[config.mk]
export PLATFORM = sky130hd
export DESIGN_NAME = ship_placement_fsm
export DESIGN_NICKNAME = d
export VERILOG_FILES = /design/src/rtl/ship_placement_fsm.sv
export SDC_FILE = /design/constraint.sdc
export NUM_CORES = 1
export LEC_CHECK = 0
export CAP_MARGIN = 20
export CORE_ASPECT_RATIO = 1.25
export CORE_MARGIN = 1.5
export CORE_UTILIZATION = 58
export DETAILED_ROUTE_END_ITERATION = 7
export PLACE_DENSITY = 0.86
export SYNTH_ARGS = -nofsm -noshare
export SYNTH_HDL_FRONTEND = slang
export SYNTH_SLANG_ARGS = --single-unit
[constraint.sdc]
create_clock -name clk -period 8.85 [get_ports clk]
set_clock_uncertainty 0.05 [all_clocks]
set_input_delay 1.77 -clock clk [delete_from_list [all_inputs] [get_ports clk]]
set_output_delay 1.77 -clock clk [all_outputs]
set_load 0.01 [all_outputs]
[src/rtl/ship_placement_fsm.sv]
`default_nettype none
// ============================================================================
// Module   : ship_placement_fsm
// Brief    : Battleship ship placement: cursor/rotate/place control with a
//            registered occupancy bitmap; ship k is k cells long.
// Revision : 1.0 - initial release
// ============================================================================
module ship_placement_fsm #(
    parameter int BOARD_W   = 5,
    parameter int BOARD_H   = 5,
    parameter int MAX_SHIPS = 5
) (
    input  logic                       clk,
    input  logic                       rst,
    input  logic                       ships_decided,
    input  logic [2:0]                 player_amount_ships,
    input  logic                       btn_up,
    input  logic                       btn_down,
    input  logic                       btn_left,
    input  logic                       btn_right,
    input  logic                       btn_rotate,
    input  logic                       btn_place,
    output logic [2:0]                 cursor_x,
    output logic [2:0]                 cursor_y,
    output logic                       orientation,
    output logic [2:0]                 ship_index,
    output logic [2:0]                 ship_count,
    output logic [BOARD_W*BOARD_H-1:0] board,
    output logic                       place_error,
    output logic                       placement_done
);

    localparam int         c_CELLS     = BOARD_W * BOARD_H;
    localparam logic [2:0] c_MAX_X     = 3'(BOARD_W - 1);
    localparam logic [2:0] c_MAX_Y     = 3'(BOARD_H - 1);
    localparam logic [2:0] c_MAX_SHIPS = 3'(MAX_SHIPS);

    typedef enum logic [1:0] {
        S_IDLE  = 2'd0,
        S_PLACE = 2'd1,
        S_DONE  = 2'd2
    } state_t;

    state_t               r_state;
    logic [2:0]           r_cx;
    logic [2:0]           r_cy;
    logic                 r_orient;
    logic [2:0]           r_idx;
    logic [2:0]           r_cnt;
    logic [c_CELLS-1:0]   r_board;
    logic                 r_err;
    logic                 r_done;

    logic [c_CELLS-1:0]   w_mask;
    logic                 w_fit;
    logic                 w_legal;
    logic [2:0]           w_clamped;

    // Cells covered by the current ship at the cursor, clipped to the grid.
    always_comb begin
        w_mask = '0;
        for (int yy = 0; yy < BOARD_H; yy++) begin
            for (int xx = 0; xx < BOARD_W; xx++) begin
                if (!r_orient) begin
                    w_mask[yy*BOARD_W + xx] = (yy == int'(r_cy)) &&
                                              (xx >= int'(r_cx)) &&
                                              (xx <  int'(r_cx) + int'(r_idx));
                end else begin
                    w_mask[yy*BOARD_W + xx] = (xx == int'(r_cx)) &&
                                              (yy >= int'(r_cy)) &&
                                              (yy <  int'(r_cy) + int'(r_idx));
                end
            end
        end
    end

    assign w_fit     = r_orient ? (int'(r_cy) + int'(r_idx) <= BOARD_H)
                                : (int'(r_cx) + int'(r_idx) <= BOARD_W);
    assign w_legal   = w_fit && ((w_mask & r_board) == '0);
    assign w_clamped = (player_amount_ships > c_MAX_SHIPS) ? c_MAX_SHIPS
                                                            : player_amount_ships;

    always_ff @(posedge clk or negedge rst) begin
        if (!rst) begin
            r_state  <= S_IDLE;
            r_cx     <= 3'd0;
            r_cy     <= 3'd0;
            r_orient <= 1'b0;
            r_idx    <= 3'd0;
            r_cnt    <= 3'd0;
            r_board  <= '0;
            r_err    <= 1'b0;
            r_done   <= 1'b0;
        end else begin
            r_err <= 1'b0;
            case (r_state)
                S_IDLE: begin
                    if (ships_decided && (player_amount_ships != 3'd0)) begin
                        r_cnt   <= w_clamped;
                        r_idx   <= 3'd1;
                        r_state <= S_PLACE;
                    end
                end
                S_PLACE: begin
                    // One action per cycle; the if-chain encodes the priority.
                    if (btn_place) begin
                        if (w_legal) begin
                            r_board <= r_board | w_mask;
                            if (r_idx == r_cnt) begin
                                r_state <= S_DONE;
                                r_done  <= 1'b1;
                            end else begin
                                r_idx <= r_idx + 3'd1;
                            end
                        end else begin
                            r_err <= 1'b1;
                        end
                    end else if (btn_rotate) begin
                        r_orient <= ~r_orient;
                    end else if (btn_up) begin
                        if (r_cy != 3'd0) r_cy <= r_cy - 3'd1;
                    end else if (btn_down) begin
                        if (r_cy != c_MAX_Y) r_cy <= r_cy + 3'd1;
                    end else if (btn_left) begin
                        if (r_cx != 3'd0) r_cx <= r_cx - 3'd1;
                    end else if (btn_right) begin
                        if (r_cx != c_MAX_X) r_cx <= r_cx + 3'd1;
                    end
                end
                S_DONE: begin
                    r_done <= 1'b1;
                end
                default: begin
                    r_state <= S_IDLE;
                end
            endcase
        end
    end

    assign cursor_x       = r_cx;
    assign cursor_y       = r_cy;
    assign orientation    = r_orient;
    assign ship_index     = r_idx;
    assign ship_count     = r_cnt;
    assign board          = r_board;
    assign place_error    = r_err;
    assign placement_done = r_done;

endmodule
`default_nettype wire
==> summary.txt <==
Status
  • Outcome: complete, no violations

Layout
  • NumNets Final: 421
  • N_diodes: 0
  • Fill cells: just under 400
  • Post-Layout Inst Area: roughly 3700 µm²
  • Area grow syn2layout: 20.3%
  • Flip-flop and latch area: 1050 µm²
  • Multi-input gate area: around 1900 µm²
  • Fin util: between 70 and 80%
  • Layout cell share with drive strength beyond 1: under 10%

Timing
  • Tcrit/Tclk final: between 40% and 50%
  • Setup Viol. Count Final: 0
  • Final worst path period need: about 4.1 ns
  • Max frequency: between 0.2 and 0.25 GHz
  • Rel. slew slack: roughly a third
  • RSZ-0062 raised after global routing: false
  • Final hold viol count: 0
  • Setup_tns: 0 ns
  • Pins Over Slew Limit: 0
  • Worst-Margin Slew: slightly below 1 ns
  • Hold_ws: ~0.45 ns

Critical path
  • R2R Path End: board[7]
  • Worst Setup Start Kind: register
  • WP data required: around 9 ns
  • Crit Path Max Fanout: 13
  • Worst R2R Path Depth: 11
  • FF-to-FF Start: ship_index[0]
  • Worst setup path startpoint: ship_index[0]
  • WS Path Type: register to register
  • Critical path endpoint category: register
  • R2R setup slack: about 4.8 ns
  • CP arrival: between 4 and 5 ns

Yosys
  • Unique masters post-synth: 67
  • YS warnings: 0
  • Mapped Area: roughly 3100 µm²
  • EDFF count, synth: 0
  • Post-synthesis sequential area ratio: around 34%
  • FF+latch count, synth: 42
  • Post-Synthesis Cells: between 300 and 400
  • Syn_nets: 374
  • Yosys top cell area share: between 30 and 40%
  • Synth area leaders: dfrtp_1 34%, ha_1 7.7%, a21o_1 3.6%, a21oi_1 3.1%, nor2_1 3.0%
  • Synth Area per Inst: a little over 9 µm²
  • FFs w/ async S/R, synth: 100%
  • Ys flop type: dfrtp_1
  • Area leader, netlist: dfrtp_1

Place
  • Final Wtd Congestion: between 0.9 and 1
  • Area post-placement: between 3000 and 4000 µm²
  • Number of port buffers: around 50
  • Hpwl dp: between 7 and 8 mm

Pwr
  • Sw Pwr: around 0.82 mW
  • Power Dens Cells: approximately 430 nW/µm²
  • Register share of total power: 25.3%
  • Clock share of power: 8.6%
  • Leakage power total: between 1.5 and 2 nW
  • Peak VDD IR: roughly 0.29 mV
  • Int Pwr: around 0.8 mW
  • Switching Share: about half
  • Gate power share: 66.1%

Clock tree
  • Clock Latency Late Sink: 0.31 ns
  • CTS Hold Bufs: 0
  • Post-CTS setup buffers: 0
  • CTS root buf: clkbuf_8
  • CTS buffer count: 5
  • Longest Clk Path Bufs: 2
  • Clock tree sinks: between 40 and 50
  • TritonCTS clock tree: done
  • CTS clock-pin slew for the worst setup and hold paths: approximately 0.09 ns
  • CTS H-tree depth: 2
  • CTS resizes: 0

Floorplanning
  • Starting Density: 60.5%
  • Total core area: slightly above 5000 µm²
  • Row count: 29
  • Chip Width: 68.3 µm
  • Area of the die: approximately 5800 µm²
  • Die height: 84.6 µm
  • Num ports: between 50 and 60

Detailed routing
  • Drt via density: 6.86
  • Wire length per cell: 21.1 µm
  • Number of routed nets with antenna violations: 0
  • Vias: approximately 3.1k
  • Post-Route WL: about 9.5 mm
  • 1st-iter DRT viols: 336
  • TritonRoute pass-1 iters: 5
  • Remaining design rule violation count: 0

GRT
  • Vias in the first global route: 2897
  • First-pass GRT wire length: approximately 15 mm
  • Largest net degree at the start of global routing: 43
  • Initial antenna violation count: 0
  • Overall routing resource usage: approximately a third
  • Gr ovfl total: 0

Worst hold path
  • Hold Path Class: register to register
  • Worst hold start: placement_done
  • Hold Path Sink: placement_done
  • Hold path depth: 2

Job
  • Max-Cap Viols: 0
sequential cells by signal (all words and copies together) (netlist names):
| register | flops |
|---|---|
| r_state | 2 |
| cursor_x | 3 |
| placement_done | 1 |
| ship_count | 3 |
| orientation | 1 |
| cursor_y | 3 |
| ship_index | 3 |
| place_error | 1 |
| board | 25 |
layout by cell type, fill, tap and decap left out, types with 3 or more instances in the layout:
cell type / instances
inv_1: 18
o32ai_1: 4
clkbuf_8: 6
nand4_1: 3
dfrtp_1: 42
nor2b_1: 10
ha_1: 19
xnor2_1: 7
nand2b_1: 4
a22oi_1: 10
a22o_1: 3
o221ai_1: 3
a31oi_1: 3
o21ai_0: 13
a32oi_1: 5
nand3_1: 12
and2_1: 4
o22ai_1: 7
a21oi_1: 19
a32o_1: 4
xor2_1: 5
nand2_1: 23
a21o_1: 15
a2111o_1: 3
clkdlybuf4s50_1: 50
nor3_1: 3
o21bai_1: 11
nor3b_1: 4
nor2_1: 25
area by class of cell:
cell class                      count  area share [%]
Tap cell                           62            2.08
Sequential cell                    42            28.2
Clock buffer                        7            2.32
Multi-Input combinational cell    267            51.3
Clock inverter                      1           0.235
Inverter                           20            2.02
Timing Repair Buffer               52            13.8
power by group through the flow:
| stage | combinational [mW] | clock [mW] | sequential (mW) |
|---|---|---|---|
| 2_1_floorplan | 0.693 | 0 | 0.377 |
| 3_3_place_gp | 1.02 | 0 | 0.402 |
| 3_5_place_dp | 1.04 | 0 | 0.403 |
| 4_1_cts | 1.04 | 0.140 | 0.400 |
| 5_1_grt | 1.15 | 0.147 | 0.416 |
| 6_report | 1.06 | 0.139 | 0.407 |
kinds of logic after synthesis:
kind of cell | count (synthesis) | synth area share (%)
compound gates | 124 | 29.2
xor+xnor | 12 | 3.40
buf+inv | 32 | 4.25
flops | 42 | 34.0
simple gates | 106 | 18.8
mux | 4 | 1.38
fa+ha+maj | 21 | 8.98
cells in the mapped netlist, types with 5 or more instances:
cell type	count
a22oi_1	10
nor2_1	25
nand3_1	12
o21ai_0	13
xnor2_1	7
xor2_1	5
nor2b_1	10
ha_1	19
clkbuf_1	7
o21bai_1	11
o22ai_1	7
a21o_1	15
inv_1	18
nand2_1	23
a32oi_1	5
dfrtp_1	42
a21oi_1	19
through the flow:
stage                     power (mW)  setup WS [ns]  instances
after floorplan                 1.07           5.45        341
after global placement          1.42           5.00        443
after detailed placement        1.44           4.89        443
after CTS                       1.58           4.87        451
after global routing            1.71           4.57        451
final                           1.61           4.76        451
critical path, cell delays in order (launching register included):
cell and delay (ns):
dfrtp_1 0.54, ha_1 0.26, inv_1 0.06, fa_1 0.46, nor3b_1 0.31, a21o_1 0.25, a221o_2 0.26, o21ai_0 0.13
a2111o_1 0.35, a2111o_1 0.44, nor3_2 0.69, a21o_1 0.23
metal layers:
layer	wire length, µm	vias to the layer above	GRT usage, %
met4	386	0	16.7
li1	-	1392	-
met3	729	31	6.57
met1	3820	1491	44.9
met2	4600	180	54.9
met5	0	-	0
how the worst max path moves through the flow:
stage                      endpoint  slack, ns  depth (start not counted)
after floorplan           board[18]       5.45                         12
after global placement    board[12]       5.00                         11
after detailed placement   board[7]       4.89                         11
after CTS                  board[7]       4.87                         11
after global routing       board[4]       4.57                         11
final                      board[7]       4.76                         11
Power figures use the tool's default switching activity.
